### config.mk
export PLATFORM = sky130hd
export DESIGN_NAME = rf_port_arbiter_flat
export DESIGN_NICKNAME = d
export VERILOG_FILES = /design/src/rtl/rf_port_arbiter_pkg.sv /design/src/rtl/rf_port_arbiter_if.sv /design/src/rtl/rf_port_arbiter_rr_arbiter.sv /design/src/rtl/rf_port_arbiter.sv /design/src/flat_wrapper.sv
export SDC_FILE = /design/constraint.sdc
export NUM_CORES = 1
export LEC_CHECK = 0
export BUFFER_PORTS_ARGS = -buffer_cell sky130_fd_sc_hd__buf_4
export CAP_MARGIN = 20
export CORE_AREA = 2 2 105 107
export DETAILED_ROUTE_END_ITERATION = 8
export DIE_AREA = 0 0 107 109
export GPL_TIMING_DRIVEN = 0
export PLACE_DENSITY_LB_ADDON = 0.25
export SETUP_SLACK_MARGIN = 0.5
export SLEW_MARGIN = 20
export SYNTH_ARGS = -nofsm -noshare
export SYNTH_HDL_FRONTEND = slang
export SYNTH_SLANG_ARGS = --single-unit
export TNS_END_PERCENT = 5
### constraint.sdc
create_clock -name clk -period 3.37 [get_ports clk]
set_input_delay 0.5055 -clock clk [delete_from_list [all_inputs] [get_ports clk]]
set_output_delay 0.5055 -clock clk [all_outputs]
set_load 0.03 [all_outputs]
### src/rtl/rf_port_arbiter_pkg.sv
// Shared constants and state encoding for the register-file port arbiter.
// RF_DEPTH/RF_AW/RF_DW describe the 16x32 register file being arbitrated.
package rf_arb_pkg;

    localparam int RF_DEPTH = 16;
    localparam int RF_AW    = 4;
    localparam int RF_DW    = 32;

    typedef enum logic {
        ARB = 1'b0,
        CLR = 1'b1
    } arb_state_t;

    // Round-robin successor of a requester index.
    function automatic int next_index(input int idx, input int n);
        return (idx + 1) % n;
    endfunction

endpackage

### src/rtl/rf_port_arbiter_if.sv
// Bundles the requester-side handshake and the register-file control bus.
// master = requesters plus register file; slave = the arbiter.
interface rf_port_arbiter_if #(
    parameter int NREQ = 4,
    parameter int DW   = 32,
    parameter int AW   = 4
) ();

    logic [NREQ-1:0]    req;
    logic [NREQ-1:0]    we;
    logic [NREQ*AW-1:0] addr;
    logic [NREQ*DW-1:0] wdata;
    logic [NREQ-1:0]    gnt;
    logic [NREQ-1:0]    rvalid;
    logic [DW-1:0]      rdata;
    logic               clr_req;
    logic               clr_ack;
    logic               rf_en;
    logic               rf_rd;
    logic               rf_wr;
    logic               rf_rst;
    logic [AW-1:0]      rf_sel_ip;
    logic [AW-1:0]      rf_sel_op1;
    logic [DW-1:0]      rf_ip;
    logic [DW-1:0]      rf_op1;

    modport master (
        output req, we, addr, wdata, clr_req, rf_op1,
        input  gnt, rvalid, rdata, clr_ack,
        input  rf_en, rf_rd, rf_wr, rf_rst, rf_sel_ip, rf_sel_op1, rf_ip
    );

    modport slave (
        input  req, we, addr, wdata, clr_req, rf_op1,
        output gnt, rvalid, rdata, clr_ack,
        output rf_en, rf_rd, rf_wr, rf_rst, rf_sel_ip, rf_sel_op1, rf_ip
    );

endinterface

### src/rtl/rf_port_arbiter_rr_arbiter.sv
// Combinational round-robin pick: first set req bit at or after ptr, wrapping.
// Rotate so ptr sits at bit 0, isolate the lowest set bit, rotate back.
module rr_arbiter #(
    parameter int NREQ = 4,
    parameter int PW   = $clog2(NREQ)
) (
    input  logic [NREQ-1:0] req,
    input  logic [PW-1:0]   ptr,
    output logic [NREQ-1:0] gnt
);

    logic [2*NREQ-1:0] req_dbl;
    logic [2*NREQ-1:0] gnt_dbl;
    logic [NREQ-1:0]   rot_req;
    logic [NREQ-1:0]   rot_gnt;

    assign req_dbl = {req, req} >> ptr;
    assign rot_req = req_dbl[NREQ-1:0];
    assign rot_gnt = rot_req & ~(rot_req - NREQ'(1));
    assign gnt_dbl = {rot_gnt, rot_gnt} << ptr;
    assign gnt     = gnt_dbl[2*NREQ-1:NREQ];

endmodule

### src/rtl/rf_port_arbiter.sv
// Shares one register-file command slot per cycle among NREQ requesters and
// sequences whole-file clears; read data returns two cycles after the grant.
module rf_port_arbiter
    import rf_arb_pkg::*;
#(
    parameter int NREQ = 4,
    parameter int DW   = RF_DW,
    parameter int AW   = RF_AW
) (
    input  logic             clk,
    input  logic             rst,
    rf_port_arbiter_if.slave bus
);

    localparam int PW = $clog2(NREQ);

    arb_state_t      state_reg, state_next;
    logic [PW-1:0]   ptr_reg, ptr_next;
    logic            grant_en;
    logic [NREQ-1:0] arb_gnt;
    logic [NREQ-1:0] gnt_int;
    logic            grant_any;
    logic            gnt_we;
    logic [PW-1:0]   gnt_idx;
    logic [AW-1:0]   gnt_addr;
    logic [DW-1:0]   gnt_wdata;
    logic            pipe_empty;

    logic [PW-1:0][NREQ-1:0] idx_col;
    logic [AW-1:0][NREQ-1:0] addr_col;
    logic [DW-1:0][NREQ-1:0] wdata_col;

    logic            rf_en_reg, rf_rd_reg, rf_wr_reg, rf_rst_reg;
    logic [AW-1:0]   rf_sel_ip_reg, rf_sel_op1_reg;
    logic [DW-1:0]   rf_ip_reg;
    logic            s1_valid_reg, s2_valid_reg;
    logic [PW-1:0]   s1_id_reg, s2_id_reg;

    rr_arbiter #(.NREQ(NREQ), .PW(PW)) u_rr (
        .req (bus.req),
        .ptr (ptr_reg),
        .gnt (arb_gnt)
    );

    assign pipe_empty = !s1_valid_reg && !s2_valid_reg;

    // A pending clear blocks new grants so the response pipeline can drain.
    always_comb begin
        state_next = state_reg;
        grant_en   = 1'b0;
        case (state_reg)
            ARB: begin
                if (bus.clr_req) begin
                    if (pipe_empty) state_next = CLR;
                end else begin
                    grant_en = 1'b1;
                end
            end
            CLR:     state_next = ARB;
            default: state_next = ARB;
        endcase
    end

    assign gnt_int   = (grant_en && !rst) ? arb_gnt : '0;
    assign grant_any = |gnt_int;
    assign gnt_we    = |(gnt_int & bus.we);
    assign bus.gnt   = gnt_int;

    // One-hot mux of the winner's index, address and data, built bit-column-wise.
    for (genvar gi = 0; gi < NREQ; gi++) begin : g_sel
        for (genvar bi = 0; bi < PW; bi++) begin : g_idx
            localparam logic IDX_BIT = 1'((gi >> bi) & 1);
            assign idx_col[bi][gi] = gnt_int[gi] & IDX_BIT;
        end
        for (genvar bi = 0; bi < AW; bi++) begin : g_addr
            assign addr_col[bi][gi] = gnt_int[gi] & bus.addr[gi*AW + bi];
        end
        for (genvar bi = 0; bi < DW; bi++) begin : g_wdata
            assign wdata_col[bi][gi] = gnt_int[gi] & bus.wdata[gi*DW + bi];
        end
    end

    for (genvar gi = 0; gi < PW; gi++) begin : g_idx_or
        assign gnt_idx[gi] = |idx_col[gi];
    end
    for (genvar gi = 0; gi < AW; gi++) begin : g_addr_or
        assign gnt_addr[gi] = |addr_col[gi];
    end
    for (genvar gi = 0; gi < DW; gi++) begin : g_wdata_or
        assign gnt_wdata[gi] = |wdata_col[gi];
    end

    assign ptr_next = grant_any ? PW'(next_index(int'(gnt_idx), NREQ)) : ptr_reg;

    always_ff @(posedge clk) begin
        if (rst) begin
            state_reg <= ARB;
            ptr_reg   <= '0;
        end else begin
            state_reg <= state_next;
            ptr_reg   <= ptr_next;
        end
    end

    always_ff @(posedge clk) begin
        if (rst) begin
            rf_en_reg      <= 1'b0;
            rf_rd_reg      <= 1'b0;
            rf_wr_reg      <= 1'b0;
            rf_rst_reg     <= 1'b0;
            rf_sel_ip_reg  <= '0;
            rf_sel_op1_reg <= '0;
            rf_ip_reg      <= '0;
            s1_valid_reg   <= 1'b0;
            s1_id_reg      <= '0;
            s2_valid_reg   <= 1'b0;
            s2_id_reg      <= '0;
        end else begin
            rf_en_reg  <= grant_any || (state_next == CLR);
            rf_wr_reg  <= grant_any && gnt_we;
            rf_rd_reg  <= grant_any && !gnt_we;
            rf_rst_reg <= (state_next == CLR);
            if (grant_any && gnt_we) begin
                rf_sel_ip_reg <= gnt_addr;
                rf_ip_reg     <= gnt_wdata;
            end
            if (grant_any && !gnt_we) begin
                rf_sel_op1_reg <= gnt_addr;
            end
            // Stage 1 lines up with the read command, stage 2 with rf_op1.
            s1_valid_reg <= grant_any && !gnt_we;
            s1_id_reg    <= gnt_idx;
            s2_valid_reg <= s1_valid_reg;
            s2_id_reg    <= s1_id_reg;
        end
    end

    for (genvar gi = 0; gi < NREQ; gi++) begin : g_rvalid
        assign bus.rvalid[gi] = s2_valid_reg && (s2_id_reg == PW'(gi));
    end

    assign bus.rdata      = s2_valid_reg ? bus.rf_op1 : '0;
    assign bus.clr_ack    = (state_reg == CLR);
    assign bus.rf_en      = rf_en_reg;
    assign bus.rf_rd      = rf_rd_reg;
    assign bus.rf_wr      = rf_wr_reg;
    assign bus.rf_rst     = rf_rst_reg;
    assign bus.rf_sel_ip  = rf_sel_ip_reg;
    assign bus.rf_sel_op1 = rf_sel_op1_reg;
    assign bus.rf_ip      = rf_ip_reg;

endmodule

### src/flat_wrapper.sv
// flat-port wrapper written by rule: the top's interface ports become plain ports
module rf_port_arbiter_flat import rf_arb_pkg::*;
#(
    parameter int NREQ = 4,
    parameter int DW   = RF_DW,
    parameter int AW   = RF_AW
)
  (clk, rst, bus_req, bus_we, bus_addr, bus_wdata, bus_clr_req, bus_rf_op1, bus_gnt, bus_rvalid, bus_rdata, bus_clr_ack, bus_rf_en, bus_rf_rd, bus_rf_wr, bus_rf_rst, bus_rf_sel_ip, bus_rf_sel_op1, bus_rf_ip);
  rf_port_arbiter_if #(.NREQ(NREQ), .DW(DW), .AW(AW)) bus_i ();
  input  logic clk;
  input  logic rst;
  input wire logic [$bits(bus_i.req)-1:0] bus_req;
  input wire logic [$bits(bus_i.we)-1:0] bus_we;
  input wire logic [$bits(bus_i.addr)-1:0] bus_addr;
  input wire logic [$bits(bus_i.wdata)-1:0] bus_wdata;
  input wire logic [$bits(bus_i.clr_req)-1:0] bus_clr_req;
  input wire logic [$bits(bus_i.rf_op1)-1:0] bus_rf_op1;
  output wire logic [$bits(bus_i.gnt)-1:0] bus_gnt;
  output wire logic [$bits(bus_i.rvalid)-1:0] bus_rvalid;
  output wire logic [$bits(bus_i.rdata)-1:0] bus_rdata;
  output wire logic [$bits(bus_i.clr_ack)-1:0] bus_clr_ack;
  output wire logic [$bits(bus_i.rf_en)-1:0] bus_rf_en;
  output wire logic [$bits(bus_i.rf_rd)-1:0] bus_rf_rd;
  output wire logic [$bits(bus_i.rf_wr)-1:0] bus_rf_wr;
  output wire logic [$bits(bus_i.rf_rst)-1:0] bus_rf_rst;
  output wire logic [$bits(bus_i.rf_sel_ip)-1:0] bus_rf_sel_ip;
  output wire logic [$bits(bus_i.rf_sel_op1)-1:0] bus_rf_sel_op1;
  output wire logic [$bits(bus_i.rf_ip)-1:0] bus_rf_ip;
  assign bus_i.req = bus_req;
  assign bus_i.we = bus_we;
  assign bus_i.addr = bus_addr;
  assign bus_i.wdata = bus_wdata;
  assign bus_i.clr_req = bus_clr_req;
  assign bus_i.rf_op1 = bus_rf_op1;
  assign bus_gnt = bus_i.gnt;
  assign bus_rvalid = bus_i.rvalid;
  assign bus_rdata = bus_i.rdata;
  assign bus_clr_ack = bus_i.clr_ack;
  assign bus_rf_en = bus_i.rf_en;
  assign bus_rf_rd = bus_i.rf_rd;
  assign bus_rf_wr = bus_i.rf_wr;
  assign bus_rf_rst = bus_i.rf_rst;
  assign bus_rf_sel_ip = bus_i.rf_sel_ip;
  assign bus_rf_sel_op1 = bus_i.rf_sel_op1;
  assign bus_rf_ip = bus_i.rf_ip;
  rf_port_arbiter #(.NREQ(NREQ), .DW(DW), .AW(AW)) u_core (.clk(clk), .rst(rst), .bus(bus_i));
endmodule
==> reports/metrics.yaml, run 1 <==
status: "completed"
reg2reg_to: "u_core.bus.rf_ip[15]"
yosys.area.top_type: "dfxtp_1"
drt-pass1-iter-count: 8
dp_worst_setup_slack_ps: 308
ys_ff_latch: 51
tightest_slew_ps: 724
fp-row-count: 38
startpoint: "u_core.bus.clr_ack"
worstPathMaxFanout: 10
synth_top_cells_by_area: "dfxtp_1, a311oi_2, a222oi_1"
grt_pass1_vias: 3593
max_slew_margin_pct: 51.7
setup_ws_ps: 484
reg2reg_from: "u_core.bus.clr_ack"
diodes: 0
dp_hpwl_mm: 9.87
ir_drop_v: 0.000156
synth_nets: 506
ys_warn_count: 0
power_switching_uw: 542
clk_path_buf_depth: 2
crit_type: "flop to output port"
grt_use_total_pct: 19.7
wl_per_cell_um: 16.4
synth_ff_type: "dfxtp_1"
overflow: 0
port-buffer-count: 271
cts_hold_buffers: 0
cts-htree-levels: 2
io_pins: 272
hold_viol: 0
maxCapViolCount: 0
area_growth_pct: 77.3
die-area_um2: 11700
postSynth.asyncResetShare_pct: 0
numCtsBuffers: 5
min-delay-start: "u_core.s1_id_reg[0]"
start_util_pct: 28.2
cts_root_buffer: "clkbuf_8"
hold_path.class: "flop to flop"
synth_edf_count: 0
period_share_pct: 85.6
hold_depth: 1
power.share.clock_pct: 21.3
vias_per_cell: 5.07
die_w_um: 107
drc_errors: 0
coreArea_um2: 10600
ff2ff_setup_slack_ps: 790
cts.sink_count: 51
startpoint_type: "flop"
required_ps: 2860
max_freq_mhz: 346
worst-endpoint-arrival_ps: 2380
comb_power_share_pct: 37.8
min_to: "u_core.s2_id_reg[0]"
endpoint_kind: "output port"
rsz0062_at_grt: "yes"
skew_ps: 13.1
p_int_mw: 1.11
ys_types: 38
synthCells: 319
vias: 3750
yosysTopAreaCellShare_pct: 34.1
sw_frac_of_total_pct: 32.9
synth_area_um2: 2990
ys_seq_area_share_pct: 34.1
setup_viol: 0
drive_above_1_share_pct: 53.3
leakagePower_nw: 2.33
syn_avg_cell_area_um2: 9.38
grt_max_degree: 15
largest_reg_flops: 32
antenna_found_initial: 0
cts_tree: "built"
die_h_um: 109
yosysMostFrequentCell: "dfxtp_1"
place.gp.congestion: 0.795
final_cells: 740
drt_iter0_drc: 354
final_max_slew_viol_count: 0
worst_r2r_path_depth: 7
wirelength_mm: 12.1
power_density_nw_per_um2: 311
dpl.cell_count: 730
period_needed_ps: 2890
grt_pass1_wl_mm: 18.1
drt.antenna.violating_nets: 0
clkLatencyLatePin_ps: 310
tns_ps: 0
clk_pin_slew_ps: 80
seqPwrFrac_pct: 41.0
synth_common_cells: "dfxtp_1, nor2b_1, a222oi_1"
hold_ws_ps: 444
final_nets: 786
-- placed cells by master, fill, tap and decap left out, drive strengths merged --
master	instances
a311oi	32
o21ai	2
and2	36
and4b	1
nand2	34
and4	1
nor4	1
o2111a	1
o21bai	2
a211oi	9
nor3	3
buf	280
o221ai	1
a222oi	37
o22ai	1
and3b	1
and3	2
o21a	1
nor3b	2
nor2b	43
and2b	1
nor2	4
nand2b	1
a22o	4
a21oi	5
clkbuf	37
a32o	1
dfxtp	51
o211a	1
clkinv	1
or3	1
bufinv	1
or2	2
-- how the worst max path moves through the flow --
stage,to,depth (start not counted),slack [ps]
finish,bus_gnt[3],5,480
global route,bus_gnt[3],7,320
CTS,bus_gnt[3],5,490
detailed placement,u_core.bus.rf_ip[23],8,310
global placement,u_core.bus.rf_ip[17],8,330
floorplan,u_core.bus.rf_ip[0],6,1050
-- power by group through the flow --
stage | clock (mW) | sequential [mW] | combinational, mW
final | 0.350 | 0.675 | 0.623
after floorplan | 0 | 0.765 | 0.232
after CTS | 0.363 | 0.675 | 0.623
after global placement | 0 | 0.686 | 0.614
after global routing | 0.385 | 0.681 | 0.665
after detailed placement | 0 | 0.688 | 0.621
-- worst max-delay path, stage by stage (launching register included) --
cell and delay, ps:
dfxtp_1 360, nor3_4 400, and3_1 240, clkbuf_1 390
clkbuf_1 440, buf_4 250
-- per-layer routing --
layer,up-vias,share of wire [%],GRT usage [%]
met4,0,1.6,5.10
met5,-,0,0
met3,14,7.7,3.47
met1,1739,37,22.4
li1,1794,-,-
met2,203,53,37.7
-- per-stage QoR --
step / power, mW / utilization [%] / cell area [µm²]
after floorplan: 0.997 / - / 2990
after global placement: 1.30 / 49.1 / 5200
after detailed placement: 1.31 / 49.1 / 5200
after CTS: 1.66 / 49.9 / 5290
after global routing: 1.73 / 50.0 / 5310
final: 1.65 / 50.0 / 5310
-- cell families (layout without fill, tap and decap cells) --
logic type	Yosys count	after routing	synth area share (%)
AOI/OAI and AO/OA	97	97	34.5
buffers and inverters	38	319	6.23
and+or+nand+nor	133	133	25.1
DFF	51	51	34.1
-- cell type report --
class	count	area (µm²)
inverters	1	17.5
clock inverters	1	5.00
clock buffers	7	76.3
fillers	991	5300
repair buffers	273	2050
flip-flops and latches	51	1020
multi-input cells	230	1790
plain buffers	37	170
well taps	140	175
-- timing repair --
item	CTS	global route
endpoints found under the setup margin	3	43
resized for setup	2	0
setup buffers	0	2
pin swaps	0	1
(Power assumes the default switching activity.)
==> inputs of run 2 (changes only) <==
- ABC_AREA: unset -> 1
- CORE_AREA: 2 2 105 107 -> 2 2 107 109
- DIE_AREA: 0 0 107 109 -> 0 0 109 111
==> run 2 against run 1 <==
Against the previous run: via count grew 26%; hold slack lost 36 ps; clock skew shrank 5.7 ps; synthesized cell count grew 95%; setup slack gained 140 ps; clock power grew 85%.
==> reports/metrics.yaml, run 2 <==
status: "completed"
skew_ps: 7.40
drt_iter0_drc: 184
ys_types: 23
cts_hold_buffers: 0
worst_r2r_path_depth: 16
place_area_um2: 5700
drt-pass1-iter-count: 4
reg2reg_from: "u_core.ptr_reg[1]"
tns_ps: 0
period_share_pct: 81.4
synth_ff_type: "dfxtp_1"
drc_errors: 0
grt_pass1_vias: 4253
synth_nets: 808
min_to: "u_core.s2_id_reg[0]"
ir_drop_v: 0.000338
max_freq_mhz: 365
overflow: 0
power_switching_mw: 1.78
reg2reg_to: "u_core.bus.rf_ip[31]"
die-area_um2: 12100
io_pins: 272
largest_reg_flops: 32
die_h_um: 111
rsz0062_at_grt: "yes"
worst-endpoint-arrival_ps: 2240
clk_path_buf_depth: 2
place.gp.congestion: 0.861
final_max_slew_viol_count: 0
start_util_pct: 31.5
yosys.area.top_type: "dfxtp_1"
dp_hpwl_mm: 11.1
ys_seq_area_share_pct: 29.2
yosysMostFrequentCell: "nand2_1"
cts.sink_count: 51
final_nets: 1090
leakagePower_nw: 3.41
syn_avg_cell_area_um2: 5.62
maxCapViolCount: 0
antenna_found_initial: 0
postSynth.asyncResetShare_pct: 0
design_area_um2: 5970
clkLatencyLatePin_ps: 280
vias_per_cell: 4.52
worstPathMaxFanout: 10
synth_area_um2: 3490
synth_common_cells: "nand2_1, nor2_1, inv_1"
tightest_slew_ps: 517
comb_power_share_pct: 60.1
coreArea_um2: 11100
hold_viol: 0
hold_path.class: "flop to flop"
area_growth_pct: 70.9
synthCells: 621
power_density_nw_per_um2: 650
numCtsBuffers: 5
p_total_mw: 3.88
hold_depth: 2
fp-row-count: 39
max_slew_margin_pct: 65.6
required_ps: 2860
grt_pass1_wl_mm: 20.4
wirelength_mm: 13.6
utilization_pct: 53.9
drt.antenna.violating_nets: 0
p_int_mw: 2.10
yosysTopAreaCellShare_pct: 29.2
cts-htree-levels: 2
drive_above_1_share_pct: 36.5
cts_tree: "built"
synth_top_cells_by_area: "dfxtp_1, nand2_1, nor2_1"
crit_type: "flop to output port"
synth_edf_count: 0
cts_root_buffer: "clkbuf_16"
layout.cells.most_common_list: "buf_4, nand2_1, nor2_1"
ff2ff_setup_slack_ps: 1050
grt_use_total_pct: 21.6
setup_viol: 0
startpoint_type: "flop"
port-buffer-count: 270
ys_ff_latch: 51
hold_ws_ps: 407
vias: 4731
endpoint_kind: "output port"
wl_per_cell_um: 13.0
ys_warn_count: 0
clk_pin_slew_ps: 70
period_needed_ps: 2740
power.share.clock_pct: 16.7
final_common_cell: "buf_4"
min-delay-start: "u_core.s1_id_reg[0]"
seqPwrFrac_pct: 23.2
diodes: 0
die_w_um: 109
grt_max_degree: 17
sw_frac_of_total_pct: 45.9
[run 2: changes by cell type in the layout (fill, tap and decap cells not counted), moves of 22 or more]
| cell | change |
|---|---|
| a222oi_1 | -37 |
| a311oi_2 | -25 |
| and2_1 | -35 |
| clkbuf_1 | -22 |
| inv_1 | +78 |
| nand2_1 | +235 |
| nand3_1 | +23 |
| nand4_1 | +46 |
| nor2_1 | +82 |
| nor2b_1 | -43 |
[run 2: final cells by class]
| class | count | area, µm² |
|---|---|---|
| buffer | 32 | 210 |
| clock buffer | 5 | 125 |
| clock inverter | 3 | 67.6 |
| fill | 1166 | 5110 |
| inverter | 85 | 324 |
| multi-input combinational | 453 | 1980 |
| sequential | 51 | 1020 |
| tap | 143 | 179 |
| timing repair buffer | 275 | 2060 |
[run 2: metrics by stage]
stage          std cells  setup slack, ps
2_1_floorplan        621             1110
3_3_place_gp        1034              431
3_5_place_dp        1034              429
4_1_cts             1042              516
5_1_grt             1047              466
6_report            1047              627
[run 2: logic make-up after synthesis]
family,count (synthesis),synth area share [%]
buffers and inverters,117,14.9
AOI/OAI and AO/OA,9,1.76
and+or+nand+nor,444,54.1
DFF,51,29.2
[run 2: worst max-delay path, cell delays in order (launching register included)]
cell	delay, ps
dfxtp_1	310
buf_6	150
inv_4	110
nand3_1	120
nand3_1	180
nand3_2	160
a21oi_4	220
nand2_2	100
inv_2	160
clkbuf_4	250
buf_4	180
[run 2: how the worst max path moves through the flow]
| stage | startpoint | to | slack, ps | depth (start not counted) |
|---|---|---|---|---|
| after detailed placement | rst | bus_gnt[3] | 430 | 8 |
| after CTS | u_core.ptr_reg[1] | bus_gnt[0] | 520 | 12 |
| final | u_core.ptr_reg[1] | bus_gnt[1] | 630 | 10 |
| after global placement | rst | bus_gnt[3] | 430 | 8 |
| after global routing | u_core.ptr_reg[0] | bus_gnt[1] | 470 | 11 |
| after floorplan | rst | bus_gnt[3] | 1110 | 7 |
[run 2: timing repair]
action	CTS	global route
pin swaps	0	1
setup endpoints to repair	3	4
gates resized for setup	2	8
buffers inserted	0	5
endpoints found under the hold margin	0	0
[run 2: metal layers]
metal | track usage, % | wire (µm) | vias to the layer above | part of all wire, %
met1 | 24.9 | 5430 | 2059 | 40
met4 | 4.44 | 136 | 0 | 1.0
met5 | 0 | 0 | - | 0
li1 | - | - | 2458 | -
met3 | 4.06 | 1100 | 10 | 8.1
met2 | 40.4 | 6950 | 204 | 51
[run 2: power by group through the flow]
| stage | clock network (mW) | registers (mW) | logic, mW |
|---|---|---|---|
| 5_1_grt | 0.690 | 0.924 | 2.56 |
| 2_1_floorplan | 0 | 1.24 | 1.14 |
| 3_5_place_dp | 0 | 0.913 | 2.30 |
| 6_report | 0.649 | 0.899 | 2.33 |
| 3_3_place_gp | 0 | 0.904 | 2.30 |
| 4_1_cts | 0.666 | 0.901 | 2.31 |
==> inputs of run 3 (changes only) <==
- CORE_AREA: 2 2 107 109 -> 2 2 106 108
- DIE_AREA: 0 0 109 111 -> 0 0 108 110
- clock period: 3.37 -> 2.8 ns (I/O delays scaled with it)
==> run 3 against run 2 <==
Against the previous run: sequential power up 20%; combinational power is 34% higher; cell count rose by 1.1%; hold slack is essentially flat; first-iteration DRC count increased by 6.0%; flip-flop and latch count stayed put; clock skew rose by 5.2 ps; largest power group unchanged.
==> reports/metrics.yaml, run 3 (synthesized netlist as in run 2, its figures left out) <==
hold_ws_ps: 407
numCtsBuffers: 5
clkLatencyLatePin_ps: 310
leakagePower_nw: 3.51
setup_viol: 0
die-area_um2: 11900
max_freq_mhz: 419
area_growth_pct: 77.5
critPathCapture: "bus_gnt[0]"
slowest_stage: "dfxtp_2"
period_needed_ps: 2390
skew_ps: 12.6
clk_pin_slew_ps: 100
wl_per_cell_um: 13.6
cp_cell_sequence: "buf_6 -> nand2_4 -> nand3_4 -> nand2_4 -> nand4_1 -> nand3_2 -> nand3_2 -> inv_2 -> buf_6 -> buf_6"
final_common_cell: "buf_4"
die_w_um: 108
cts_tree: "built"
cpLargestDelayFamily: "simple AND/OR/NAND/NOR gates"
drc_errors: 0
worstPathMaxFanout: 7
fill_cells: 1093
reg2reg_to: "u_core.bus.rf_ip[17]"
grt_pass1_wl_mm: 20.8
timing.critical_path.mode_cell: "buf_6"
io_pins: 272
rsz0062_at_grt: "yes"
slowest_delay_ps: 350
startpoint: "u_core.ptr_reg[0]"
design_area_um2: 6200
start_util_pct: 32.6
diodes: 0
setup_ws_ps: 413
place_area_um2: 5690
dp_worst_setup_slack_ps: 22.0
p_total_mw: 4.64
antenna_found_initial: 0
startpoint_type: "flop"
worst-endpoint-arrival_ps: 1970
wirelength_mm: 14.4
coreArea_um2: 10700
reg2reg_from: "u_core.ptr_reg[0]"
tns_ps: 0
status: "completed"
port-buffer-count: 270
drt_iter0_drc: 195
hold_path.class: "input port to flop"
drt-pass1-iter-count: 4
ff2ff_setup_slack_ps: 510
cp_num_buf_inv: 4
cts-htree-levels: 2
ir_drop_v: 0.000388
cp.depth: 10
drt.antenna.violating_nets: 0
vias_per_cell: 4.55
tightest_slew_ps: 532
hold_depth: 3
required_ps: 2380
maxCapViolCount: 0
overflow: 0
crit_type: "flop to output port"
place.gp.congestion: 0.846
power_density_nw_per_um2: 749
max_slew_margin_pct: 64.6
grt_use_total_pct: 22.6
drive_above_1_share_pct: 39.7
hold_viol: 0
cts.sink_count: 51
worst_r2r_path_depth: 18
dp_hpwl_mm: 11.4
die_h_um: 110
grt_max_degree: 17
final_max_slew_viol_count: 0
clk_path_buf_depth: 2
endpoint_kind: "output port"
fp-row-count: 38
largest_reg_flops: 32
grt_pass1_vias: 4284
layout.cells.most_common_list: "buf_4, nand2_1, nor2_1"
cts_root_buffer: "clkbuf_8"
final_nets: 1104
vias: 4809
period_share_pct: 85.2
-- run 3: repair_timing --
item | in CTS | in global routing
gates cloned | 0 | 1
setup buffers | 13 | 5
hold endpoints to repair | 0 | 0
hold buffers | 0 | 0
setup endpoints to repair | 7 | 44
pin swaps | 6 | 14
gates resized for setup | 39 | 21
-- run 3: cell type report --
type                    instances  area (µm²)  area share (%)
plain buffers                  32         234            3.77
well taps                     140         175            2.83
clock buffers                   6        72.6            1.17
inverters                      85         339            5.47
clock inverters                 2        16.3           0.262
multi-input cells             454        2150            34.7
repair buffers                288        2190            35.3
flip-flops and latches         51        1020            16.5
-- run 3: power by group --
group / switching [mW] / internal (mW) / leakage (nW)
Sequential: 0.120 / 0.964 / 0.418
Combinational: 1.89 / 1.22 / 3.05
Clock: 0.258 / 0.180 / 0.0418
Total: 2.27 / 2.37 / 3.51
-- run 3: tightest hold or removal path: stages --
cell,delay (ps)
buf_4,120
nand4_1,100
nor2_1,50
-- run 3: layer usage --
layer / share of wire [%] / track usage [%]
met2: 53 / 43.6
met4: 1.3 / 4.30
met3: 7.9 / 4.47
met1: 38 / 25.7
met5: 0 / 0
-- run 3: worst min-delay path by stage --
stage                           to           startpoint
3_3_place_gp   u_core.s2_id_reg[0]  u_core.s1_id_reg[0]
3_5_place_dp   u_core.s2_id_reg[1]  u_core.s1_id_reg[1]
6_report        u_core.bus.clr_ack          bus_clr_req
4_1_cts         u_core.bus.clr_ack          bus_clr_req
5_1_grt         u_core.bus.clr_ack          bus_clr_req
2_1_floorplan  u_core.s2_id_reg[0]  u_core.s1_id_reg[0]
-- run 3: metrics by stage --
stage                     cells  utilization [%]
final                      1058             58.0
after global routing       1058             58.0
after CTS                  1052             56.5
after detailed placement   1031             53.2
after global placement     1031             53.2
after floorplan             621                -
